`src/rtl/alu_seq_pkg.sv`:
```
// Shared constants for the multi-precision ALU sequencer and its users.
// Latency: n/a (types, constants and a helper function only).
// Backpressure: n/a.
package alu_seq_pkg;

  typedef enum logic [1:0] {
    IDLE = 2'd0,
    RUN  = 2'd1,
    DONE = 2'd2
  } state_t;

  localparam int NIBBLE_W     = 4;
  localparam int OP_LOGIC_BIT = 2;

  // Logic-path ops never propagate carry between nibbles.
  function automatic logic is_logic_op(input logic [2:0] op);
    return op[OP_LOGIC_BIT];
  endfunction

endpackage

```
`src/rtl/alu_seq.sv`:
```
// Wide-word sequencer driving a 4-bit ALU one nibble per cycle, LSB first, chaining carry.
// Latency: rsp_valid rises NIBBLES cycles after the request acceptance edge.
// Backpressure: rsp_ready low holds DONE indefinitely; req_ready stays low until the cycle after the response handshake.
module alu_seq
  import alu_seq_pkg::*;
#(
  parameter  int NIBBLES = 4,
  localparam int W       = NIBBLE_W * NIBBLES
) (
  input  logic                clk,
  input  logic                reset,
  input  logic                req_valid,
  output logic                req_ready,
  input  logic [W-1:0]        req_a,
  input  logic [W-1:0]        req_b,
  input  logic                req_cin,
  input  logic [2:0]          req_op,
  output logic [NIBBLE_W-1:0] alu_a,
  output logic [NIBBLE_W-1:0] alu_b,
  output logic                alu_cin,
  output logic [2:0]          alu_op,
  input  logic [NIBBLE_W-1:0] alu_r,
  input  logic                alu_carry,
  output logic                rsp_valid,
  input  logic                rsp_ready,
  output logic [W-1:0]        rsp_r,
  output logic                rsp_carry,
  output logic                rsp_zero,
  output logic                rsp_sign
);

  localparam int IDX_W = (NIBBLES > 1) ? $clog2(NIBBLES) : 1;
  localparam logic [IDX_W-1:0] LAST_IDX = IDX_W'(NIBBLES - 1);

  state_t         state;
  logic [IDX_W-1:0] idx;
  logic [W-1:0]   a_reg;
  logic [W-1:0]   b_reg;
  logic [W-1:0]   result;
  logic [2:0]     op_reg;
  logic           carry_reg;

  // Control FSM: latch the operation, walk the nibbles, then hold the result until consumed.
  always_ff @(posedge clk or posedge reset) begin
    if (reset) begin
      state     <= IDLE;
      idx       <= '0;
      carry_reg <= 1'b0;
      result    <= '0;
      a_reg     <= '0;
      b_reg     <= '0;
      op_reg    <= '0;
    end else begin
      case (state)
        IDLE: begin
          if (req_valid) begin
            a_reg     <= req_a;
            b_reg     <= req_b;
            op_reg    <= req_op;
            carry_reg <= is_logic_op(req_op) ? 1'b0 : req_cin;
            idx       <= '0;
            state     <= RUN;
          end
        end
        RUN: begin
          result[idx*NIBBLE_W +: NIBBLE_W] <= alu_r;
          carry_reg <= is_logic_op(op_reg) ? 1'b0 : alu_carry;
          if (idx == LAST_IDX) begin
            state <= DONE;
          end else begin
            idx <= idx + 1'b1;
          end
        end
        DONE: begin
          if (rsp_ready) begin
            state <= IDLE;
          end
        end
        default: state <= IDLE;
      endcase
    end
  end

  // ALU drive: only the current nibble during RUN, otherwise quiet zeros.
  always_comb begin
    alu_a   = '0;
    alu_b   = '0;
    alu_cin = 1'b0;
    alu_op  = '0;
    if (state == RUN) begin
      alu_a   = a_reg[idx*NIBBLE_W +: NIBBLE_W];
      alu_b   = b_reg[idx*NIBBLE_W +: NIBBLE_W];
      alu_cin = carry_reg;
      alu_op  = op_reg;
    end
  end

  // Handshake and flags decode purely from registered state, so they hold steady in DONE.
  assign req_ready = (state == IDLE);
  assign rsp_valid = (state == DONE);
  assign rsp_r     = result;
  assign rsp_carry = carry_reg;
  assign rsp_zero  = (result == '0);
  assign rsp_sign  = result[W-1];

endmodule

```
`config.mk`:
```
export PLATFORM = sky130hd
export DESIGN_NAME = alu_seq
export DESIGN_NICKNAME = d
export VERILOG_FILES = /design/src/rtl/alu_seq_pkg.sv /design/src/rtl/alu_seq.sv
export SDC_FILE = /design/constraint.sdc
export NUM_CORES = 1
export LEC_CHECK = 0
export CORE_ASPECT_RATIO = 1.2
export CORE_MARGIN = 2
export CORE_UTILIZATION = 43
export DETAILED_ROUTE_END_ITERATION = 16
export PLACE_DENSITY = 0.77
export SLEW_MARGIN = 20
export SYNTH_ARGS = -nofsm -noshare
export SYNTH_HDL_FRONTEND = slang
export SYNTH_SLANG_ARGS = --single-unit
```
`constraint.sdc`:
```
create_clock -name clk -period 1.85 [get_ports clk]
set_clock_uncertainty 0.2 [all_clocks]
set_input_delay 0.37 -clock clk [delete_from_list [all_inputs] [get_ports clk]]
set_output_delay 0.37 -clock clk [all_outputs]
set_load 0.1 [all_outputs]
```
==> results of run 1 <==
==> layout make-up <==
| cell class | instances | area [sq um] | share of cell area (%) |
|---|---|---|---|
| inverter | 5 | 30.03 | 0.6630 |
| sequential | 56 | 1408 | 31.08 |
| clock inverter | 1 | 30.03 | 0.6630 |
| multi-input combinational | 108 | 1416 | 31.27 |
| clock buffer | 7 | 96.34 | 2.127 |
| tap | 82 | 102.6 | 2.265 |
| timing repair buffer | 114 | 1446 | 31.93 |
==> worst max-delay path: cells and delay by family (launching register included) <==
family	cells	cell delay [ps]
and+or+nand+nor	1	160
buffers and inverters	2	300
DFF	1	410
muxes	1	500
==> layout by cell type, fill, tap and decap left out, drive strengths merged, types with 2 or more instances in the layout <==
| master | instances |
|---|---|
| nor4b | 2 |
| nor3b | 2 |
| buf | 70 |
| mux2 | 36 |
| mux4 | 8 |
| clkdlybuf4s50 | 44 |
| nor4 | 4 |
| a22o | 4 |
| nor2b | 2 |
| nand3 | 2 |
| inv | 4 |
| dfrtp | 56 |
| and2 | 12 |
| nor2 | 2 |
| clkbuf | 7 |
| o2bb2ai | 12 |
| nand3b | 4 |
| ha | 5 |
| nand2 | 9 |
==> routing by layer <==
layer / part of all wire, % / global-route usage (%) / wire length [um]
met5: 0 / 0 / 0
met4: 2.4 / 5.556 / 156
met3: 4.1 / 3.812 / 272
met2: 55 / 33.91 / 3644
met1: 38 / 25.26 / 2524
==> stage by stage <==
step / setup TNS [ps] / instance area [sq um] / worst slack, ps
after floorplan: -1623 / 2703 / -454.4
final: -4824 / 4529 / -410.8
after global routing: -7023 / 4529 / -461.4
after CTS: -4199 / 4312 / -412.4
after global placement: -9780 / 4023 / -198.1
after detailed placement: -11380 / 4023 / -256.7
==> synth_stat cells (all sizes together), types with 2 or more instances <==
cell type | number | area share (%)
nand2 | 9 | 1.3
mux2 | 36 | 18
nor4 | 4 | 0.94
nand3 | 2 | 0.38
nor2 | 2 | 0.28
a22o | 4 | 1.3
nor4b | 2 | 1.8
ha | 5 | 2.3
inv | 5 | 0.70
clkbuf | 2 | 0.28
nor2b | 2 | 0.47
and2 | 12 | 2.8
dfrtp | 56 | 53
o2bb2ai | 12 | 3.9
nor3b | 2 | 0.75
nand3b | 4 | 1.6
buf | 7 | 2.9
mux4 | 8 | 6.8
==> logic make-up (layout without fill, tap and decap cells) <==
logic type | after synthesis | in the layout | synth area share [%]
flops | 56 | 56 | 52.61
mux | 44 | 44 | 24.52
simple gates | 41 | 41 | 10.85
compound gates | 18 | 18 | 5.777
buf+inv | 14 | 127 | 3.898
fa+ha+maj | 5 | 5 | 2.349
==> final timing paths <==
kind,startpoint,end,slack [ps],cells after the start
max,idx[0]$_DFFE_PP0P_,alu_b[3],-410,4
max reg2reg,idx[0]$_DFFE_PP0P_,rsp_r[0]$_DFFE_PP0P_,-120,9
min in group clk,b_reg[8]$_DFFE_PP0P_,b_reg[8]$_DFFE_PP0P_,310,1
min,reset,rsp_carry$_DFFE_PP0P_,260,3
min reg2reg,b_reg[8]$_DFFE_PP0P_,b_reg[8]$_DFFE_PP0P_,310,1
max in group asynchronous,reset,state[0]$_DFFE_PP0P_,910,3
==> what timing repair did <==
action	4_1_cts	5_1_grt
gates resized for setup	26	36
pin swaps	21	15
hold endpoints to repair	0	0
gates cloned	0	0
endpoints found under the setup margin	33	33
buffers inserted	8	6
==> results_dict.tcl, run 1 <==
set metrics [dict create \
    period_share_pct 122.2 \
    synthArstFlopShare_pct 100.0 \
    clkSlewWorstSetupHoldPaths_ps 100 \
    antenna_cells 0 \
    dp.cells 351 \
    rsz0062_at_grt "true" \
    maxSlewHeadroom_pct 77.60 \
    clk_latency_ps 310 \
    netlist_area_sq_um 2664 \
    status "complete, but fails checks" \
    dr.pass1.iters 4 \
    synth.distinct_cells 29 \
    cpMaxStageDelayCell "mux4_2" \
    viasPerCell 5.083 \
    h-tree-depth 2 \
    clockBufferDepth 2 \
    cap_violations 0 \
    required_ps 1280 \
    setup_viol 31 \
    final_cells 373 \
    grt_antenna_before_repair 0 \
    grt_max_degree 57 \
    dieArea_sq_um 6843 \
    worstPathMaxFanout 5 \
    max_stage_delay_ps 500 \
    gr-total-overflow 0 \
    utilization_pct 75.34 \
    cts_tree "built" \
    synth-edff-count 0 \
    synth_fp_nets 228 \
    grt_pass1_wl_um 10360 \
    num_vias 1896 \
    nFillCells 372 \
    cts-buffers-inserted 5 \
    startpoint_type "flip-flop" \
    post_drt_wl_per_cell_um 17.69 \
    endpoint_kind "output pin" \
    arrival_ps 1690 \
    grt_usage_pct 19.94 \
    grt_pass1_vias 2034 \
    slew_violations 0 \
    core-area_sq_um 6012 \
    ant_nets 0 \
    num_io_pins 78 \
    die_w_um 75.85 \
    tightest_slew_ps 335.0 \
    hold_path_class "in -> async" \
    ys_seq_area_share_pct 52.61 \
    hpwl_um 4402 \
    rows 31 \
    drive_gt1_share_pct 60.48 \
    drt_iter0_markers 68 \
    final.min_clock_period_ps 2261 \
    start_util_pct 44.31 \
    path_class "reg -> out" \
    gp_congestion 0.8033 \
    ys.warnings.count 0 \
    ys_ff_latch 56 \
    cts.sinks 56 \
    crit_chain "buf_6, mux4_2, and2_4, buf_12" \
    hold_viol 0 \
    synthFlopType "dfrtp_1" \
    synth.avg_cell_area_sq_um 14.97 \
    routed_wl_um 6597 \
    hold_ws_ps 257.5 \
    die_y_um 90.22 \
    syn_inst 178 \
    cts_root_buf "clkbuf_8" \
    timing.final.ws_setup_ps -410.8 \
    remaining_drc_errors 0 \
    final_nets 340 \
    fmax_mhz 442.3 \
    syn2layout_area_growth_pct 70.03 \
    cts_hold_buf 0 \
    io_buffers 77 \
    violations "setup timing" \
]
Power of run 1 is not shown: default switching activity piles up to over one toggle a cycle in this logic, so the estimate is an artifact.
==> inputs of run 2 (changes only) <==
CAP_MARGIN = 20   (was default)
CTS_BUF_LIST = sky130_fd_sc_hd__clkbuf_4 sky130_fd_sc_hd__clkbuf_8 sky130_fd_sc_hd__clkbuf_16   (was default)
SETUP_SLACK_MARGIN = 0.02   (was default)
==> results_dict.tcl, run 2 (synthesis results as in run 1) <==
set metrics [dict create \
    status "complete, but fails checks" \
    violations "setup timing" \
    start_util_pct 44.31 \
    worstReg2RegStart "idx[0]$_DFFE_PP0P_" \
    period_share_pct 124.7 \
    rows 31 \
    clk_latency_ps 310 \
    hold_viol 0 \
    fmax_mhz 433.4 \
    hold_path_class "in -> async" \
    grt_antenna_before_repair 0 \
    timing.final.ws_setup_ps -457.3 \
    cts.sinks 56 \
    gp_congestion 0.7584 \
    tns_ps -5668 \
    drive_gt1_share_pct 62.63 \
    startpoint_type "flip-flop" \
    arrival_ps 1740 \
    setup_viol 22 \
    grt_pass1_wl_um 10740 \
    worstPathMaxFanout 6 \
    dr.pass1.iters 4 \
    cts-buffers-inserted 5 \
    grt_pass1_vias 2078 \
    ant_nets 0 \
    nFillCells 354 \
    num_vias 1927 \
    cap_violations 0 \
    final_common_cell "clkdlybuf4s50_1" \
    dp_slack_ps -249.6 \
    gr-total-overflow 0 \
    crit_path_start "idx[0]$_DFFE_PP0P_" \
    maxSlewHeadroom_pct 79.11 \
    grt_max_degree 57 \
    hpwl_um 4261 \
    endpoint_kind "output pin" \
    use_met2_pct 34.05 \
    path_class "reg -> out" \
    antenna_cells 0 \
    grt_usage_pct 20.84 \
    post_drt_wl_per_cell_um 18.31 \
    viasPerCell 5.194 \
    slew_violations 0 \
    io_buffers 77 \
    drt_iter0_markers 115 \
    use_met3_pct 4.596 \
    dieArea_sq_um 6843 \
    num_io_pins 78 \
    grt.met1_usage_pct 28.42 \
    rsz0062_at_grt "true" \
    utilization_pct 75.13 \
    final_nets 338 \
    core-area_sq_um 6012 \
    die_y_um 90.22 \
    mostFrequentLayoutCells "clkdlybuf4s50_1 (44), dfrtp_1 (39), buf_12 (38)" \
    die_w_um 75.85 \
    remaining_drc_errors 0 \
    tightest_slew_ps 312.1 \
    routed_wl_um 6793 \
    grt_busiest_layer "met2" \
    final.min_clock_period_ps 2307 \
    cts_root_buf "clkbuf_8" \
    cts_tree "built" \
    clkSlewWorstSetupHoldPaths_ps 100 \
    clockBufferDepth 2 \
    required_ps 1280 \
    h-tree-depth 2 \
    syn2layout_area_growth_pct 69.56 \
]
==> run 2: routing by layer <==
layer	routed length, um	vias to the layer above
met5	0	-
met4	61	0
met3	319	6
met2	3638	67
met1	2774	986
li1	-	868
==> run 2: final timing paths <==
check                      depth (start not counted)                    end  slack (ps)
max in group asynchronous                          3  rsp_r[12]$_DFFE_PP0P_         900
min                                                3   b_reg[0]$_DFFE_PP0P_         270
min in group clk                                   1   b_reg[6]$_DFFE_PP0P_         310
max reg2reg                                        7   rsp_r[1]$_DFFE_PP0P_        -210
min reg2reg                                        1   b_reg[6]$_DFFE_PP0P_         310
max                                                4               alu_a[3]        -460
==> run 2: worst max-delay path, cell delays in order (launching register included) <==
cell	delay [ps]
dfrtp_4	440
buf_4	160
mux4_2	500
and2_4	170
buf_12	160
==> run 2: area by class of cell <==
class	instances	area, sq um	share of cell area, %
tap	82	102.6	2.271
multi-input combinational	108	1349	29.86
clock buffer	5	68.82	1.524
clock inverter	3	90.09	1.994
timing repair buffer	112	1459	32.30
sequential	56	1425	31.55
inverter	5	22.52	0.4986
==> run 2: timing repair <==
| item | 4_1_cts | 5_1_grt |
|---|---|---|
| hold endpoints to repair | 0 | 0 |
| cloned | 2 | 1 |
| pin swaps | 18 | 10 |
| setup buffers | 6 | 9 |
| hold buffers | 0 | 0 |
| resized for setup | 26 | 15 |
| endpoints found under the setup margin | 32 | 40 |
==> run 2: stage by stage <==
stage | cells | instance area [sq um] | hold WS (ps)
2_1_floorplan | 178 | 2724 | 250.0
3_3_place_gp | 347 | 4039 | 285.9
3_5_place_dp | 347 | 4039 | 291.9
4_1_cts | 363 | 4419 | 298.5
5_1_grt | 371 | 4517 | 306.2
6_report | 371 | 4517 | 267.9
Power of run 2 is left out for the same reason.
